**config.mk**
```make
export PLATFORM = sky130hd
export DESIGN_NAME = normalize_round
export DESIGN_NICKNAME = d
export VERILOG_FILES = /design/src/rtl/normalize_round.sv
export SDC_FILE = /design/constraint.sdc
export NUM_CORES = 1
export LEC_CHECK = 0
export BUFFER_PORTS_ARGS = -buffer_cell sky130_fd_sc_hd__buf_2
export CORE_ASPECT_RATIO = 2
export CORE_MARGIN = 2
export CORE_UTILIZATION = 27
export DETAILED_ROUTE_END_ITERATION = 10
export HOLD_SLACK_MARGIN = 0.08
export PLACE_DENSITY = 0.51
export RECOVER_POWER = 25
export SETUP_SLACK_MARGIN = 0.2
export SYNTH_ARGS = -nofsm -noshare
export SYNTH_HDL_FRONTEND = slang
export SYNTH_SLANG_ARGS = --single-unit
```
**constraint.sdc**
```tcl
create_clock -name i_clk -period 9.3 [get_ports i_clk]
set_input_delay 1.86 -clock i_clk [delete_from_list [all_inputs] [get_ports i_clk]]
set_output_delay 1.86 -clock i_clk [all_outputs]
set_load 0.02 [all_outputs]
```
**src/rtl/normalize_round.sv**
```systemverilog
//------------------------------------------------------------------------------
// normalize_round : FP add/sub back end - normalize, round (RNE), pack, flags
// Rev 1.0
//------------------------------------------------------------------------------
`default_nettype none

module normalize_round #(
  parameter int EXP_W  = 8,
  parameter int FRAC_W = 23
) (
  input  logic                    i_clk,
  input  logic                    i_rst,
  input  logic                    i_valid,
  output logic                    o_ready,
  input  logic                    i_sign,
  input  logic [EXP_W-1:0]        i_exp,
  input  logic [FRAC_W+4:0]       i_mant,
  input  logic [7:0]              i_lzc,
  output logic                    o_valid,
  input  logic                    i_ready,
  output logic [EXP_W+FRAC_W:0]   o_result,
  output logic                    o_zero,
  output logic                    o_overflow,
  output logic                    o_underflow,
  output logic                    o_inexact
);

  localparam int MANT_W = FRAC_W + 5;
  localparam int EW     = EXP_W + 2;
  localparam int EMAX   = (1 << EXP_W) - 1;
  localparam int RES_W  = EXP_W + FRAC_W + 1;

  // Handshake
  logic s1_v_q, out_v_q;
  logic s1_en, s2_en;

  assign s2_en   = !out_v_q || i_ready;
  assign s1_en   = !s1_v_q || s2_en;
  assign o_ready = s1_en;
  assign o_valid = out_v_q;

  // Stage 1: normalize
  logic [7:0]        shamt;
  logic [MANT_W-2:0] s1_m_d, s1_m_q;
  logic [EW-1:0]     s1_e_d, s1_e_q;
  logic              s1_zero_d, s1_zero_q;
  logic              s1_uf_d, s1_uf_q;
  logic              s1_sign_q;

  assign shamt = i_lzc - 8'd1;

  // Bit MANT_W-1 is always clear after normalization, so it is not stored.
  always_comb begin
    s1_zero_d = (i_mant == '0);
    if (i_lzc == 8'd0) begin
      s1_m_d = {i_mant[MANT_W-1:2], |i_mant[1:0]};
      s1_e_d = {2'b00, i_exp} + EW'(1);
    end else begin
      s1_m_d = (MANT_W-1)'(i_mant << shamt);
      s1_e_d = {2'b00, i_exp} - EW'(shamt);
    end
    s1_uf_d = !s1_zero_d && (s1_e_d[EW-1] || (s1_e_d == '0));
  end

  // Stage 2: round to nearest even and pack
  logic              lsb, g, rs, up, carry;
  logic [FRAC_W+1:0] r;
  logic [FRAC_W-1:0] frac;
  logic [EW-1:0]     e2;
  logic              ovf;
  logic [RES_W-1:0]  res_d;
  logic              zero_d, ovf_d, uf_d, inx_d;

  always_comb begin
    lsb   = s1_m_q[3];
    g     = s1_m_q[2];
    rs    = |s1_m_q[1:0];
    up    = g && (rs || lsb);
    r     = {1'b0, s1_m_q[MANT_W-2:3]} + (FRAC_W+2)'(up);
    carry = r[FRAC_W+1];
    frac  = carry ? r[FRAC_W:1] : r[FRAC_W-1:0];
    e2    = s1_e_q + EW'(carry);
    ovf   = !e2[EW-1] && (e2 >= EW'(EMAX));

    res_d  = '0;
    zero_d = 1'b0;
    ovf_d  = 1'b0;
    uf_d   = 1'b0;
    inx_d  = 1'b0;
    if (s1_zero_q) begin
      res_d  = {s1_sign_q, {(RES_W-1){1'b0}}};
      zero_d = 1'b1;
    end else if (s1_uf_q) begin
      res_d = {s1_sign_q, {(RES_W-1){1'b0}}};
      uf_d  = 1'b1;
      inx_d = 1'b1;
    end else if (ovf) begin
      res_d = {s1_sign_q, {EXP_W{1'b1}}, {FRAC_W{1'b0}}};
      ovf_d = 1'b1;
      inx_d = 1'b1;
    end else begin
      res_d = {s1_sign_q, e2[EXP_W-1:0], frac};
      inx_d = g || rs;
    end
  end

  always_ff @(posedge i_clk or posedge i_rst) begin
    if (i_rst) begin
      s1_v_q      <= 1'b0;
      s1_sign_q   <= 1'b0;
      s1_m_q      <= '0;
      s1_e_q      <= '0;
      s1_zero_q   <= 1'b0;
      s1_uf_q     <= 1'b0;
      out_v_q     <= 1'b0;
      o_result    <= '0;
      o_zero      <= 1'b0;
      o_overflow  <= 1'b0;
      o_underflow <= 1'b0;
      o_inexact   <= 1'b0;
    end else begin
      if (s1_en) begin
        s1_v_q <= i_valid;
        if (i_valid) begin
          s1_sign_q <= i_sign;
          s1_m_q    <= s1_m_d;
          s1_e_q    <= s1_e_d;
          s1_zero_q <= s1_zero_d;
          s1_uf_q   <= s1_uf_d;
        end
      end
      // Outputs only update on a stage-2 load, so they hold under backpressure.
      if (s2_en) begin
        out_v_q <= s1_v_q;
        if (s1_v_q) begin
          o_result    <= res_d;
          o_zero      <= zero_d;
          o_overflow  <= ovf_d;
          o_underflow <= uf_d;
          o_inexact   <= inx_d;
        end
      end
    end
  end

endmodule

`default_nettype wire

```
==> reports/summary.txt <==
====================================================================================================
Status                                                                                  finished, violations left
Violations in the final reports                                                         capacitance limit, slew limit
CTS Sinks                                                                                         78
Width of the die                                                                            110.5 um
Sequential cell area in the final layout                                                   1952 um^2
Achievable Freq                                                                            168.0 MHz
Clock-pin slew reported for the worst setup and hold paths after clock tree synthesis          60 ps
Final clock skew                                                                            9.255 ps
CTS tree                                                                                         yes
Hold buffer count at CTS                                                                           0
Synth warn                                                                                         0
Wire length of the first global-routing pass                                                31800 um
Detailed Routing Iterations Pass 1                                                                 7
Register-to-Register Setup Slack                                                             5220 ps
Type of the worst setup path                                                               in -> reg
Most common flop cell mapped by yosys                                                   sky130_fd_sc_hd__dfrtp_1
Diodes inserted                                                                                    0
Maximum level of the CTS H-tree                                                                    3
DR WL/cell                                                                                  17.51 um
Total count of hold-check failures in the final report                                             0
Relative slew margins                                                                        -176.1%
P per Cell Area                                                                         159.6 nW/um^2
Via count of the first global-routing pass                                                      5724
Final worst path period need                                                                 5954 ps
Total instance count after detailed placement                                                   1065
DIE HEIGHT                                                                                  217.1 um
Post-layout instance count excluding filler cells                                               1080
Total leakage power                                                                         2.917 nW
Core outline area                                                                         22450 um^2
Via density per instance                                                                       5.269
Final Cycle Share                                                                             64.02%
Post-synthesis register bit count                                                                 78
Number of gates on the worst path with buffers counted                                            15
Family with the most delay on the worst path                                            buffers and inverters
Count of vias placed by the detailed router                                                     5691
Syn-to-layout area delta                                                                      14.76%
Number of flops mapped to enable cells by yosys                                                    0
Number of standard-cell rows in the floorplan                                                     78
Number of CTS-inserted buffers                                                                     9
DP Worst Slack                                                                               3036 ps
Critical Path Sink Type                                                                    flip-flop
Number of antenna violations at the first check in global routing                                  0
Slowest cell delay on critical path                                                           660 ps
Maximum vdd drop                                                                            108.5 uV
Detailed-route DRC error count                                                                     0
Synthesized netlist net count                                                                    802
Cells along the critical path                                                           buf_2 > buf_4 > clkinv_1 > ha_1 > xor2_4 > clkinv_1 > buf_4 > ha_1 > o21ai_0 > a21oi_1 > or4_1 > a21oi_1 > xor2_1 > o21ai_0 > mux2_2
Syn Std Cell Area                                                                          6128 um^2
Post-DP HPWL                                                                                14860 um
Critical path launch point                                                                  i_lzc[0]
Fraction of final layout cells sized beyond drive strength 1                                  19.75%
Master of the slowest instance on the critical path                                     sky130_fd_sc_hd__xor2_4
Post-synth ARST share                                                                         100.0%
Required arrival time at the worst endpoint                                                  9520 ps
Fillcell total                                                                                  2435
Hold WC Path Type                                                                         reg -> reg
Number of violations reported at the end of detailed-routing iteration 0                         467
GPL Wtd Cong                                                                                  0.9442
Skew-Pair Late Insertion Delay                                                                330 ps
Largest net degree at the start of global routing                                                 79
Unrepaired setup endpoints after global routing                                                false
Worst reg-to-reg path cell count                                                                  15
Core utilization of the finished layout                                                       31.33%
Antenna violation net count after detailed routing                                                 0
Root Buffer                                                                             sky130_fd_sc_hd__clkbuf_16
Transition time of the tightest slew-check pin                                               4141 ps
Max-slew violation count                                                                         119
Final setup vio count                                                                              0
Setup fix buffers added after clock tree synthesis                                                 0
Final net count                                                                                  860
Post-synthesis sequential area ratio                                                          31.85%
Port buffer count                                                                                 86
Mean Syn Cell Area                                                                        8.304 um^2
Die ar.                                                                                   23990 um^2
Category of the worst setup path launch point                                           primary input
Count of maximum capacitance violations                                                            2
Post-detailed-routing wire length                                                           18920 um
Residual overflow from global routing                                                              0
CP arrival                                                                                   6170 ps
PnR worst setup slack                                                                        3346 ps
Reg-to-reg critical path endpoint                                                       o_result[13]$_DFFE_PP0P_
Max clock buf depth                                                                                2
Resized cells post-CTS                                                                             0
Starting density of the core                                                                  27.30%
Worst Path Max Fanout                                                                             45
Overall track demand over capacity in global routing                                          16.08%
Total power                                                                                 1.122 mW
Count of buffer and inverter cells on the critical path                                            5
Area of the multi-input gates                                                              3902 um^2
Setup crit end                                                                          s1_e_q[7]$_DFFE_PP0P_
Sum Neg Setup Slack                                                                             0 ps
Library cells used by synthesis                                                                   73
Total I/O pin count                                                                               87
R2R Path Start                                                                          s1_m_q[2]$_DFFE_PP0P_
Cells after Synth                                                                                738
====================================================================================================
==> Yosys cell counts, types with 4 or more instances <==
cell type,number,area share [%]
sky130_fd_sc_hd__mux2_2,24,4.4
sky130_fd_sc_hd__a22oi_1,5,0.61
sky130_fd_sc_hd__clkbuf_1,24,1.5
sky130_fd_sc_hd__nor4_1,12,1.2
sky130_fd_sc_hd__inv_1,13,0.80
sky130_fd_sc_hd__a21oi_1,44,3.6
sky130_fd_sc_hd__buf_1,5,0.31
sky130_fd_sc_hd__buf_2,11,0.90
sky130_fd_sc_hd__ha_1,14,2.9
sky130_fd_sc_hd__a221o_1,8,1.3
sky130_fd_sc_hd__a21o_1,5,0.61
sky130_fd_sc_hd__xor2_1,19,2.7
sky130_fd_sc_hd__xnor2_1,22,3.1
sky130_fd_sc_hd__dfrtp_1,78,32
sky130_fd_sc_hd__nor2_1,80,4.9
sky130_fd_sc_hd__o22ai_1,5,0.51
sky130_fd_sc_hd__a221oi_1,5,0.71
sky130_fd_sc_hd__nand2b_1,11,1.1
sky130_fd_sc_hd__a31oi_1,9,0.92
sky130_fd_sc_hd__o21ai_0,69,5.6
sky130_fd_sc_hd__o31ai_1,7,0.86
sky130_fd_sc_hd__nand4_1,10,1.0
sky130_fd_sc_hd__nand3_1,24,2.0
sky130_fd_sc_hd__o211ai_1,6,0.73
sky130_fd_sc_hd__nor3_1,20,1.6
sky130_fd_sc_hd__or3_1,4,0.41
sky130_fd_sc_hd__or2_2,4,0.41
sky130_fd_sc_hd__mux2i_1,15,2.4
sky130_fd_sc_hd__clkinv_1,4,0.24
sky130_fd_sc_hd__mux4_2,10,3.7
sky130_fd_sc_hd__nand2_1,99,6.1
sky130_fd_sc_hd__and3_1,5,0.51
sky130_fd_sc_hd__a211oi_1,4,0.49
==> state kept, by name, indices dropped and copies added (netlist names) <==
signal and flops:
s1_uf_q 1, o_result 32, s1_v_q 1, s1_m_q 27, o_zero 1, s1_e_q 10
o_underflow 1, o_valid 1, s1_zero_q 1, o_inexact 1, s1_sign_q 1, o_overflow 1
==> worst min-delay path by stage <==
| stage | startpoint | endpoint | slack (ps) | cells past startpoint |
|---|---|---|---|---|
| floorplan | s1_sign_q$_DFFE_PP0P_ | s1_sign_q$_DFFE_PP0P_ | 440 | 2 |
| global placement | s1_sign_q$_DFFE_PP0P_ | s1_sign_q$_DFFE_PP0P_ | 450 | 2 |
| detailed placement | o_result[7]$_DFFE_PP0P_ | o_result[7]$_DFFE_PP0P_ | 470 | 2 |
| CTS | o_result[7]$_DFFE_PP0P_ | o_result[7]$_DFFE_PP0P_ | 480 | 2 |
| global route | o_result[6]$_DFFE_PP0P_ | o_result[6]$_DFFE_PP0P_ | 500 | 2 |
| finish | o_result[7]$_DFFE_PP0P_ | o_result[7]$_DFFE_PP0P_ | 470 | 2 |
==> kinds of logic (layout without fill, tap and decap cells) <==
| kind of cell | count (synthesis) | count (layout) | synth area share, % |
|---|---|---|---|
| AO/OA/AOI/OAI | 197 | 197 | 20.29 |
| XOR/XNOR | 42 | 42 | 6.309 |
| adder cells (fa/ha/maj) | 15 | 15 | 3.185 |
| buffers and inverters | 63 | 125 | 4.553 |
| flip-flops | 78 | 78 | 31.85 |
| multiplexers | 49 | 49 | 10.53 |
| AND/OR/NAND/NOR | 294 | 294 | 23.28 |
==> cell usage in the layout (no fill, tap or decap), types with 6 or more instances in the layout <==
master / instances
sky130_fd_sc_hd__nand2b_1: 11
sky130_fd_sc_hd__mux2i_1: 15
sky130_fd_sc_hd__a31oi_1: 9
sky130_fd_sc_hd__nand3_1: 24
sky130_fd_sc_hd__buf_2: 86
sky130_fd_sc_hd__nor3_1: 20
sky130_fd_sc_hd__dfrtp_1: 78
sky130_fd_sc_hd__clkbuf_16: 9
sky130_fd_sc_hd__inv_1: 13
sky130_fd_sc_hd__nand4_1: 10
sky130_fd_sc_hd__a221o_1: 8
sky130_fd_sc_hd__ha_1: 14
sky130_fd_sc_hd__nor4_1: 12
sky130_fd_sc_hd__xnor2_1: 22
sky130_fd_sc_hd__mux4_2: 10
sky130_fd_sc_hd__o21ai_0: 69
sky130_fd_sc_hd__xor2_1: 19
sky130_fd_sc_hd__o211ai_1: 6
sky130_fd_sc_hd__o31ai_1: 7
sky130_fd_sc_hd__nand2_1: 98
sky130_fd_sc_hd__nor2_1: 79
sky130_fd_sc_hd__a21oi_1: 44
sky130_fd_sc_hd__mux2_2: 24
==> through the flow <==
step | instance area (um^2) | hold slack, ps
finish | 7033 | 472.5
floorplan | 6128 | 441.7
CTS | 7041 | 477.0
global placement | 6751 | 454.0
detailed placement | 6751 | 465.1
global route | 7033 | 495.9
==> worst min-delay path, delay by kind of cell (launching register included) <==
| family | cells | cell delay (ps) |
|---|---|---|
| DFF | 1 | 330 |
| AOI/OAI and AO/OA | 1 | 60 |
| and+or+nand+nor | 1 | 40 |
==> power breakdown <==
| group | internal, mW | switching (mW) | total (mW) | leakage (nW) |
|---|---|---|---|---|
| Sequential | 0.388 | 0.0473 | 0.435 | 1.01 |
| Combinational | 0.134 | 0.216 | 0.350 | 1.77 |
| Clock | 0.205 | 0.132 | 0.337 | 0.137 |
==> layout make-up <==
class                   instances  share of cell area [%]
inverters                      17                  0.9073
clock inverters                 6                  0.9073
clock buffers                   9                   3.202
repair buffers                 93                   6.760
flip-flops and latches         78                   27.75
well taps                     280                   4.981
multi-input cells             597                   55.49
==> metal layers <==
layer | global-route usage (%) | part of all wire [%] | up-vias
met4 | 6.083 | 3.5 | 0
met5 | 0 | 0 | -
met1 | 21.96 | 45 | 2661
li1 | - | - | 2802
met2 | 26.22 | 47 | 194
met3 | 1.699 | 4.3 | 34
No activity file was read; power rests on OpenSTA's default activity.
